===== config.mk =====
export PLATFORM = sky130hd
export DESIGN_NAME = fb_scanout
export DESIGN_NICKNAME = d
export VERILOG_FILES = /design/src/rtl/fb_scanout.sv
export SDC_FILE = /design/constraint.sdc
export NUM_CORES = 1
export LEC_CHECK = 0
export BUFFER_PORTS_ARGS = -buffer_cell sky130_fd_sc_hd__buf_2
export CAP_MARGIN = 15
export CORE_MARGIN = 3
export CORE_UTILIZATION = 60
export CTS_BUF_LIST = sky130_fd_sc_hd__clkbuf_4 sky130_fd_sc_hd__clkbuf_8
export CTS_CLUSTER_SIZE = 12
export DETAILED_ROUTE_END_ITERATION = 6
export PLACE_DENSITY = 0.93
export SLEW_MARGIN = 20
export SYNTH_ARGS = -nofsm -noshare
export SYNTH_HDL_FRONTEND = slang
export SYNTH_SLANG_ARGS = --single-unit

===== constraint.sdc =====
create_clock -name clk -period 4.6 [get_ports clk]
set_input_delay 0 -clock clk [delete_from_list [all_inputs] [get_ports clk]]
set_output_delay 0 -clock clk [all_outputs]
set_load 0.02 [all_outputs]

===== src/rtl/fb_scanout.sv =====
// Raster-order frame-buffer reader presenting pixels as a valid/ready stream with x/y and sof/eol/eof markers.
// Latency: read issued the cycle after start, data captured 1 cycle later, pixel visible the cycle after capture.
// Backpressure: reads are issued only while count+inflight < DEPTH, so a stalled sink never overflows the FIFO.
module fb_scanout #(
    parameter int WIDTH   = 320,
    parameter int HEIGHT  = 240,
    parameter int ADDR_W  = 17,
    parameter int COLOR_W = 24,
    parameter int DEPTH   = 4
) (
    input  logic               clk,
    input  logic               n_rst,
    input  logic               start,
    input  logic               abort,
    input  logic               fb_grant,
    output logic               fb_rd_en,
    output logic [ADDR_W-1:0]  fb_addr,
    input  logic [COLOR_W-1:0] fb_data,
    output logic               pix_valid,
    input  logic               pix_ready,
    output logic [COLOR_W-1:0] pix_data,
    output logic [15:0]        pix_x,
    output logic [15:0]        pix_y,
    output logic               pix_sof,
    output logic               pix_eol,
    output logic               pix_eof,
    output logic               ready,
    output logic               frame_done
);
    localparam int PW = $clog2(DEPTH);
    localparam int CW = PW + 1;
    localparam logic [ADDR_W-1:0] LAST_ADDR = ADDR_W'(WIDTH * HEIGHT - 1);
    localparam logic [15:0]       X_LAST    = 16'(WIDTH - 1);
    localparam logic [15:0]       Y_LAST    = 16'(HEIGHT - 1);

    typedef enum logic [1:0] {IDLE, SCAN, DRAIN} state_t;

    state_t             state, state_nxt;
    logic [ADDR_W-1:0]  rd_addr;
    logic               inflight;
    logic [CW-1:0]      count;
    logic [PW-1:0]      wr_ptr, rd_ptr;
    logic [COLOR_W-1:0] mem [DEPTH];
    logic [COLOR_W-1:0] hold;
    logic [15:0]        out_x, out_y;
    logic               credit, accept, rd_go;

    // An outstanding read already owns a FIFO slot.
    assign credit = (count + CW'(inflight)) < CW'(DEPTH);
    assign accept = pix_valid && pix_ready;

    always_comb begin
        state_nxt  = state;
        rd_go      = 1'b0;
        frame_done = 1'b0;
        case (state)
            IDLE: begin
                if (start) state_nxt = SCAN;
            end
            SCAN: begin
                rd_go = fb_grant && credit;
                if (rd_go && rd_addr == LAST_ADDR) state_nxt = DRAIN;
            end
            DRAIN: begin
                if (accept && pix_eof) begin
                    state_nxt  = IDLE;
                    frame_done = 1'b1;
                end
            end
            default: state_nxt = IDLE;
        endcase
        if (abort) begin
            state_nxt  = IDLE;
            frame_done = 1'b0;
        end
    end

    always_ff @(posedge clk or negedge n_rst) begin
        if (!n_rst) begin
            state    <= IDLE;
            rd_addr  <= '0;
            inflight <= 1'b0;
            count    <= '0;
            wr_ptr   <= '0;
            rd_ptr   <= '0;
            out_x    <= '0;
            out_y    <= '0;
            hold     <= '0;
        end else begin
            state <= state_nxt;
            if (accept) hold <= mem[rd_ptr];
            // Entering IDLE (abort or frame end) discards everything, including a read still in flight.
            if (state_nxt == IDLE) begin
                rd_addr  <= '0;
                inflight <= 1'b0;
                count    <= '0;
                wr_ptr   <= '0;
                rd_ptr   <= '0;
                out_x    <= '0;
                out_y    <= '0;
            end else begin
                inflight <= rd_go;
                if (rd_go)    rd_addr <= rd_addr + 1'b1;
                if (inflight) wr_ptr  <= wr_ptr + 1'b1;
                if (accept)   rd_ptr  <= rd_ptr + 1'b1;
                count <= count + CW'(inflight) - CW'(accept);
                if (accept) begin
                    if (out_x == X_LAST) begin
                        out_x <= '0;
                        out_y <= out_y + 16'd1;
                    end else begin
                        out_x <= out_x + 16'd1;
                    end
                end
            end
        end
    end

    always_ff @(posedge clk) begin
        if (inflight) mem[wr_ptr] <= fb_data;
    end

    assign fb_rd_en  = rd_go;
    assign fb_addr   = rd_addr;
    assign pix_valid = (count != '0);
    assign pix_data  = pix_valid ? mem[rd_ptr] : hold;
    assign pix_x     = out_x;
    assign pix_y     = out_y;
    assign pix_sof   = pix_valid && out_x == 16'd0 && out_y == 16'd0;
    assign pix_eol   = pix_valid && out_x == X_LAST;
    assign pix_eof   = pix_eol && out_y == Y_LAST;
    assign ready     = (state == IDLE);

endmodule

# After elaboration in Yosys (flattened, before gate mapping)

Memory sizes are Yosys's and may differ from the RTL's.
Cells that the tools add are included.

Register bits: 83
RAM bits: 96
Output and inout bits: 80
Memories kept: 1

Memories:

| name | depth | bits a word | read ports | clocked after memory_dff | wr ports | RTL line | source |
|---|---|---|---|---|---|---|---|
| mem  | 4     | 24          | 1          | 0                        | 1        | 43       | `logic [COLOR_W-1:0] mem [DEPTH];` |

Add/subtract/negate cells: 7
Order comparisons: 1
Equality and inequality tests: 5
Muxes and demuxes: 26
Reduce and logical (&&, ||, !) cells: 18

Operator list:

| operator                                                         | count |
|---|---|
| 16-bit 2-to-1 mux                                                | 6 |
| 17-bit 2-to-1 mux                                                | 2 |
| 16-bit by 1-bit adder with 16-bit output, second input constant  | 2 |
| 16-bit logical NOT                                               | 2 |
| 24-bit 2-to-1 mux                                                | 1 |
| 17-bit by 1-bit adder with 17-bit output, second input constant  | 1 |
| 17-bit == test, second input constant                            | 1 |
| 16-bit by 8-bit == test with 1-bit output, second input constant | 1 |
| 16-bit by 9-bit == test with 1-bit output, second input constant | 1 |
| 2-bit 2-to-1 mux                                                 | 8 |
| 1-bit logical AND                                                | 8 |
| 2-bit nonzero test                                               | 4 |
| 1-bit 2-to-1 mux                                                 | 7 |
| 2-bit one-hot mux with 3 select lines                            | 1 |
| 2-bit by 1-bit adder with 2-bit output, second input constant    | 2 |
| 2-bit logical NOT                                                | 2 |
| 3-bit by 1-bit adder with 3-bit output                           | 1 |
| 3-bit < comparator, second input constant                        | 1 |
| 3-bit 2-to-1 mux                                                 | 1 |
| 3-bit nonzero test                                               | 1 |
| 3-bit by 1-bit subtractor with 3-bit output                      | 1 |
| 2-bit by 1-bit == test with 1-bit output, second input constant  | 1 |
| 2-bit == test, second input constant                             | 1 |
| 2-bit AND reduction                                              | 1 |

# Depth between registers and ports, before layout

Word-level depth: 10
Gate-level depth with buffers: 8
Mapped depth without buffers: 7

# Least setup slack after synthesis

No wires, ideal clock.

Path kind: flip-flop to flip-flop
Start point: register out_x[1] (netlist: pix_x[1])
End point: register out_y[6] (netlist: pix_y[6])
Setup time: 0.119 ns
Arrival: 2.226 ns
Data required time: 4.481 ns
Path slack: 2.255 ns
Stages on the path, launching flop included: 9
Path buffers: 2
Period minus slack after synthesis: 2.345 ns
Path through: dfrtp_1 > ha_1 > nand3_2 > or3_1 > nor4b_4 > a31o_2 > buf_6 > buf_6 > nor2_1

Cells in the longest elaborated chain, start to end: 10

Ends and longest elaborated chain:

| element                                       | RTL line | source |
|---|---|---|
| start: declaration                            | 45       | `logic [15:0] out_x, out_y;` |
| start signal: assignment                      | 112      | `out_x <= out_x + 16'd1;` |
| 16-bit by 9-bit == test with 1-bit output (*) | 130      | `assign pix_eol = pix_valid && out_x == X_LAST;` |
| 1-bit logical AND (*)                         | 130      |  |
| 1-bit logical AND (*)                         | 131      | `assign pix_eof = pix_eol && out_y == Y_LAST;` |
| net pix_eof                                   | 26       | `output logic pix_eof,` |
| 1-bit logical AND (*)                         | 65       | `if (accept && pix_eof) begin` |
| 2-bit 2-to-1 mux (*)                          | 65       |  |
| 2-bit one-hot mux with 3 select lines (*)     | 56       | `case (state)` |
| 2-bit 2-to-1 mux (*)                          | 72       | `if (abort) begin` |
| 2-bit logical NOT (*)                         | 93       | `if (state_nxt == IDLE) begin` |
| 2-bit nonzero test (no source line)           | n/a      |  |
| 2-bit AND reduction (no source line)          | n/a      |  |
| end signal: assignment                        | 110      | `out_y <= out_y + 16'd1;` |
| end: declaration                              | 45       |  |

The timed path passes the listed nets; every way through them passes the cells marked *.
A chain may end at the register's enable or synchronous reset.

# Worst setup path in the final report

Start point: register count[2]
End point: register out_y[14] (netlist: pix_y[14])

Cells in the longest elaborated chain, start to end: 10

Ends and longest elaborated chain:

| element                                                                      | RTL line | source |
|---|---|---|
| start: declaration                                                           | 41       | `logic [CW-1:0] count;` |
| start signal: assignment                                                     | 106      | `count <= count + CW'(inflight) - CW'(accept);` |
| 3-bit by 1-bit adder with 3-bit output or 3-bit nonzero test (tied branches) | 49, 125  |  |
| 3-bit < comparator or 1-bit logical AND (tied branches)                      | 49, 130  |  |
| 1-bit logical AND (on tied branches)                                         | 61, 131  |  |
| 1-bit logical AND (on tied branches)                                         | 62, 65   |  |
| 2-bit 2-to-1 mux (on tied branches)                                          | 62, 65   |  |
| 2-bit one-hot mux with 3 select lines                                        | 56       |  |
| 2-bit 2-to-1 mux                                                             | 72       |  |
| 2-bit logical NOT                                                            | 93       |  |
| 2-bit nonzero test (no source line)                                          | n/a      |  |
| 2-bit AND reduction (no source line)                                         | n/a      |  |

Parallel ways exist; a longest one is shown, timed or not.

==> metrics list <==
* Worst setup SP type: register
- For this run, design rule violations remaining after detail routing come to 0.
- Critical path buffer and inverter count: 2
* Setup-failing EPs final: 0
* Count of pins on the block boundary: 110
- The H-tree generated during clock tree synthesis spans 4 levels.
* Critical path's slowest cell: sky130_fd_sc_hd__a31o_2
- Clock tree synthesis selected as its root buffer the cell sky130_fd_sc_hd__clkbuf_8.
* Clock-pin slew of the registers on the worst-case setup and hold paths: approximately 100 ps
- After the flow finishes, the layout carries non-filler instances totaling 981.
- Wires add up to 19500 µm.
- Prior to clock tree synthesis, the placed netlist has a worst setup slack of 1560 ps.
- Largest buffer count on any clock path: 2
* Hold Slack: ~53 ps
- Utilization after layout: 0.731
- IR analysis of the VDD net gives a maximum drop of about 0.34 mV.
- Reg-to-reg endpoint: pix_y[14]
* Clock insertion delay at the later pin of the skew report: 470 ps
- Of the total power, combinational logic draws 0.186.
* Total GRT Usage: 0.276
- Worst Path Max Fanout: between 40 and 50
- Syn Inst Count: roughly 660
- The total overflow left after global routing is 0.
- Clock tree skew after final layout: 16.4 ps
- Slew at the pin with the worst max-slew slack: between 900 and 1000 ps
* Maxcap violations: 0
* Post-DP HPWL: 12400 µm
- For this run, the post-layout net count is 839.
- Layout overhead on the synthesized area: 17.6%
- TritonCTS built the clock tree.
* Net count of the mapped netlist: ~700
- Crit share post-route: 0.686
* Synthesized flop and latch total: 179
- Top delay family on crit path: compound AO/OA/AOI/OAI gates
- Worst r2r path cells: 7
- Port-buffer cells: ~110
* Number of iterations in the first detailed-routing pass: 5
- Total stage count of the critical path: 7
* Floorplan die height: 121 µm
- Summing all placed instances gives a cell area of just under 9000 µm².
- After detailed routing, the average wire length per cell comes to 19.9 µm.
* Worst flop-to-flop path startpoint: count[2]
- Fraction of registers with async set or reset after synthesis: 0.464
- Result of the run: completed
- Ant diodes: 0
* CTS Buf Count: 17
- Dividing total power by cell area gives a power density of between 300 and 400 nW/µm².
- In this design, the stage delay of the slowest critical-path cell is 850 ps.
- Sequential power share: 0.513
* Overall power consumption: 3.66 mW
* Setup slack of the worst register-to-register path: 1440 ps
- Effective utilization at floorplan: 0.622
- The worst hold path belongs to the class input pin to register.
- The die covers 14700 µm².
* Final count of hold timing violations: 0
- Once routing completed, OpenROAD measured the worst setup slack at 1440 ps.
- Count of different cell masters after synthesis: 50
- After routing, the total negative slack on setup checks comes to 0 ps.
- CTS saw around 180 sinks.
* Critical Path Sink Type: register
- Final RePlAce weighted congestion: 0.877
- Worst setup path class: register to register
- The most critical setup path has its startpoint at count[2].
* Horizontal extent of the die: between 100 and 150 µm
* End point of the critical path: pix_y[14]
- Averaged over all synthesized cells, the footprint is roughly 12 µm².
- Entering global routing, the biggest net connects 84 pins.
- Fraction of the yosys area taken by sequential cells: 0.622
- In this run the power spent charging and discharging nets is 1.18 mW.
- Detailed routing inserted a total of 5851 vias.
- Post-Synthesis Cell Area: 7970 µm²
- Required time of the critical path: 4950 ps
- The worst path in the final design needs a cycle of 3160 ps, including I/O delays and setup.
- Ys Warns: 0
- Among all flip-flop cells after synthesis, the most frequent one is sky130_fd_sc_hd__edfxtp_1.
* Number of placed cells counting well taps: 920
- Area of the core: 12800 µm²
* Via count of the first global-routing pass: 5918
- In the final layout, the share of cells above drive strength 1 is 0.234.
* Startpoint of the lowest-slack hold path: fb_grant
- The number of antenna violations at the first check in global routing came to 0.
* Resize count post-CTS: 0
- Starting DRT DRC Count: between 600 and 700
- The count of nets left with antenna violations once routing finished came out at 0.
* Global-route wire length before repair: 30700 µm
- Measured against its own limit, the worst slew margin works out to 0.350.
* Critical path arrival: ~3500 ps
* Post-DR vias/cell: about 6
- Site row count: 41
- Pins Over Slew Limit: 0
- Int Pwr: 2.48 mW
- Clock power share: 0.301
- Of the total power, the share spent switching nets is 0.323.
* Post-route cell area: ~9400 µm²
- Number of enable-type register cells in the synthesized netlist: 96
- For this run, the top clock speed supported by timing is 317 MHz.
* Cell chain of the critical path: nor3_4 -> buf_4 -> inv_2 -> nand4_1 -> nor4b_4 -> a31o_2 -> o21ba_1
- Static Leakage: 3.91 nW
* Setup repair after global routing missed its margin: no
-- kinds of logic after synthesis --
| family | share of synthesized area |
|---|---|
| and+or+nand+nor | 0.188 |
| adders and majority gates | 0.0204 |
| xor gates and xnor gates | 0.0461 |
| AOI/OAI and AO/OA | 0.0281 |
| DFF | 0.622 |
| muxes | 0.0703 |
| buffers and inverters | 0.0253 |
-- synth_stat cells, types with 5 or more instances --
cell type / instances / share of area
sky130_fd_sc_hd__xor2_1: 18 / 0.020
sky130_fd_sc_hd__and2_1: 6 / 0.0047
sky130_fd_sc_hd__nand4_1: 16 / 0.013
sky130_fd_sc_hd__nor4_1: 8 / 0.0063
sky130_fd_sc_hd__dfrtp_1: 83 / 0.26
sky130_fd_sc_hd__nor3_1: 16 / 0.010
sky130_fd_sc_hd__clkbuf_1: 16 / 0.0075
sky130_fd_sc_hd__buf_2: 5 / 0.0031
sky130_fd_sc_hd__nand2_1: 166 / 0.078
sky130_fd_sc_hd__ha_1: 13 / 0.020
sky130_fd_sc_hd__a21oi_1: 11 / 0.0069
sky130_fd_sc_hd__mux4_2: 24 / 0.068
sky130_fd_sc_hd__nor2_1: 58 / 0.027
sky130_fd_sc_hd__xnor2_1: 24 / 0.026
sky130_fd_sc_hd__nor4_2: 5 / 0.0078
sky130_fd_sc_hd__inv_1: 16 / 0.0075
sky130_fd_sc_hd__edfxtp_1: 96 / 0.36
sky130_fd_sc_hd__and3_1: 6 / 0.0047
sky130_fd_sc_hd__nand3_1: 18 / 0.011
-- area by class of cell --
| class | count | area (µm²) |
|---|---|---|
| clock buffer | 17 | 234 |
| fill | 809 | 3450 |
| sequential | 179 | 4960 |
| tap | 172 | 215 |
| clock inverter | 15 | 183 |
| multi-input combinational | 435 | 2820 |
| timing repair buffer | 145 | 895 |
| inverter | 18 | 67.6 |
-- registers in the layout (all words and copies together), names as in the netlist --
name	flops
count	3
pix_x	16
mem	96
hold	24
pix_y	16
inflight	1
rd_ptr	2
fb_addr	17
state	2
wr_ptr	2
-- worst min path at each step --
stage | end | cells after the start | slack, ps
after global routing | inflight | 3 | 40
after detailed placement | state[1] | 2 | 210
after floorplan | count[0] | 0 | -300
after CTS | inflight | 3 | 20
final | inflight | 3 | 50
after global placement | state[1] | 2 | 200
-- cell usage in the layout, fill, tap and decap left out, drive strengths merged, types with 13 or more instances in the layout --
cell type / instances
ha: 13
nand4: 16
edfxtp: 96
xnor2: 24
nor4: 13
nand2: 166
buf: 116
nor3: 18
mux4: 24
dfrtp: 83
dlygate4sd3: 29
clkbuf: 17
nor2: 58
inv: 25
nand3: 20
xor2: 18
-- repair_timing --
item	4_1_cts	5_1_grt
setup buffers	0	0
hold buffers	29	0
endpoints found under the hold margin	184	0
-- power by group through the flow --
stage,logic (mW),clock network [mW],registers [mW]
after CTS,0.672,1.10,1.88
after floorplan,0.406,0,1.88
after detailed placement,0.648,0,1.91
after global placement,0.609,0,1.90
final,0.682,1.10,1.88
after global routing,0.739,1.18,1.89
-- worst reg2reg max path: cells and delay by family, from the launching register on --
family                 cells  cell delay, ps
AOI/OAI and AO/OA          2            1120
buffers and inverters      2             690
DFF                        1             510
and+or+nand+nor            3             730
-- metal layers --
layer,part of all wire,vias to the layer above,GRT usage
met5,0,-,0
met4,0.024,0,0.113
met3,0.081,41,0.0653
met2,0.54,331,0.487
met1,0.36,2883,0.327
li1,-,2596,-
(Power assumes the default switching activity.)
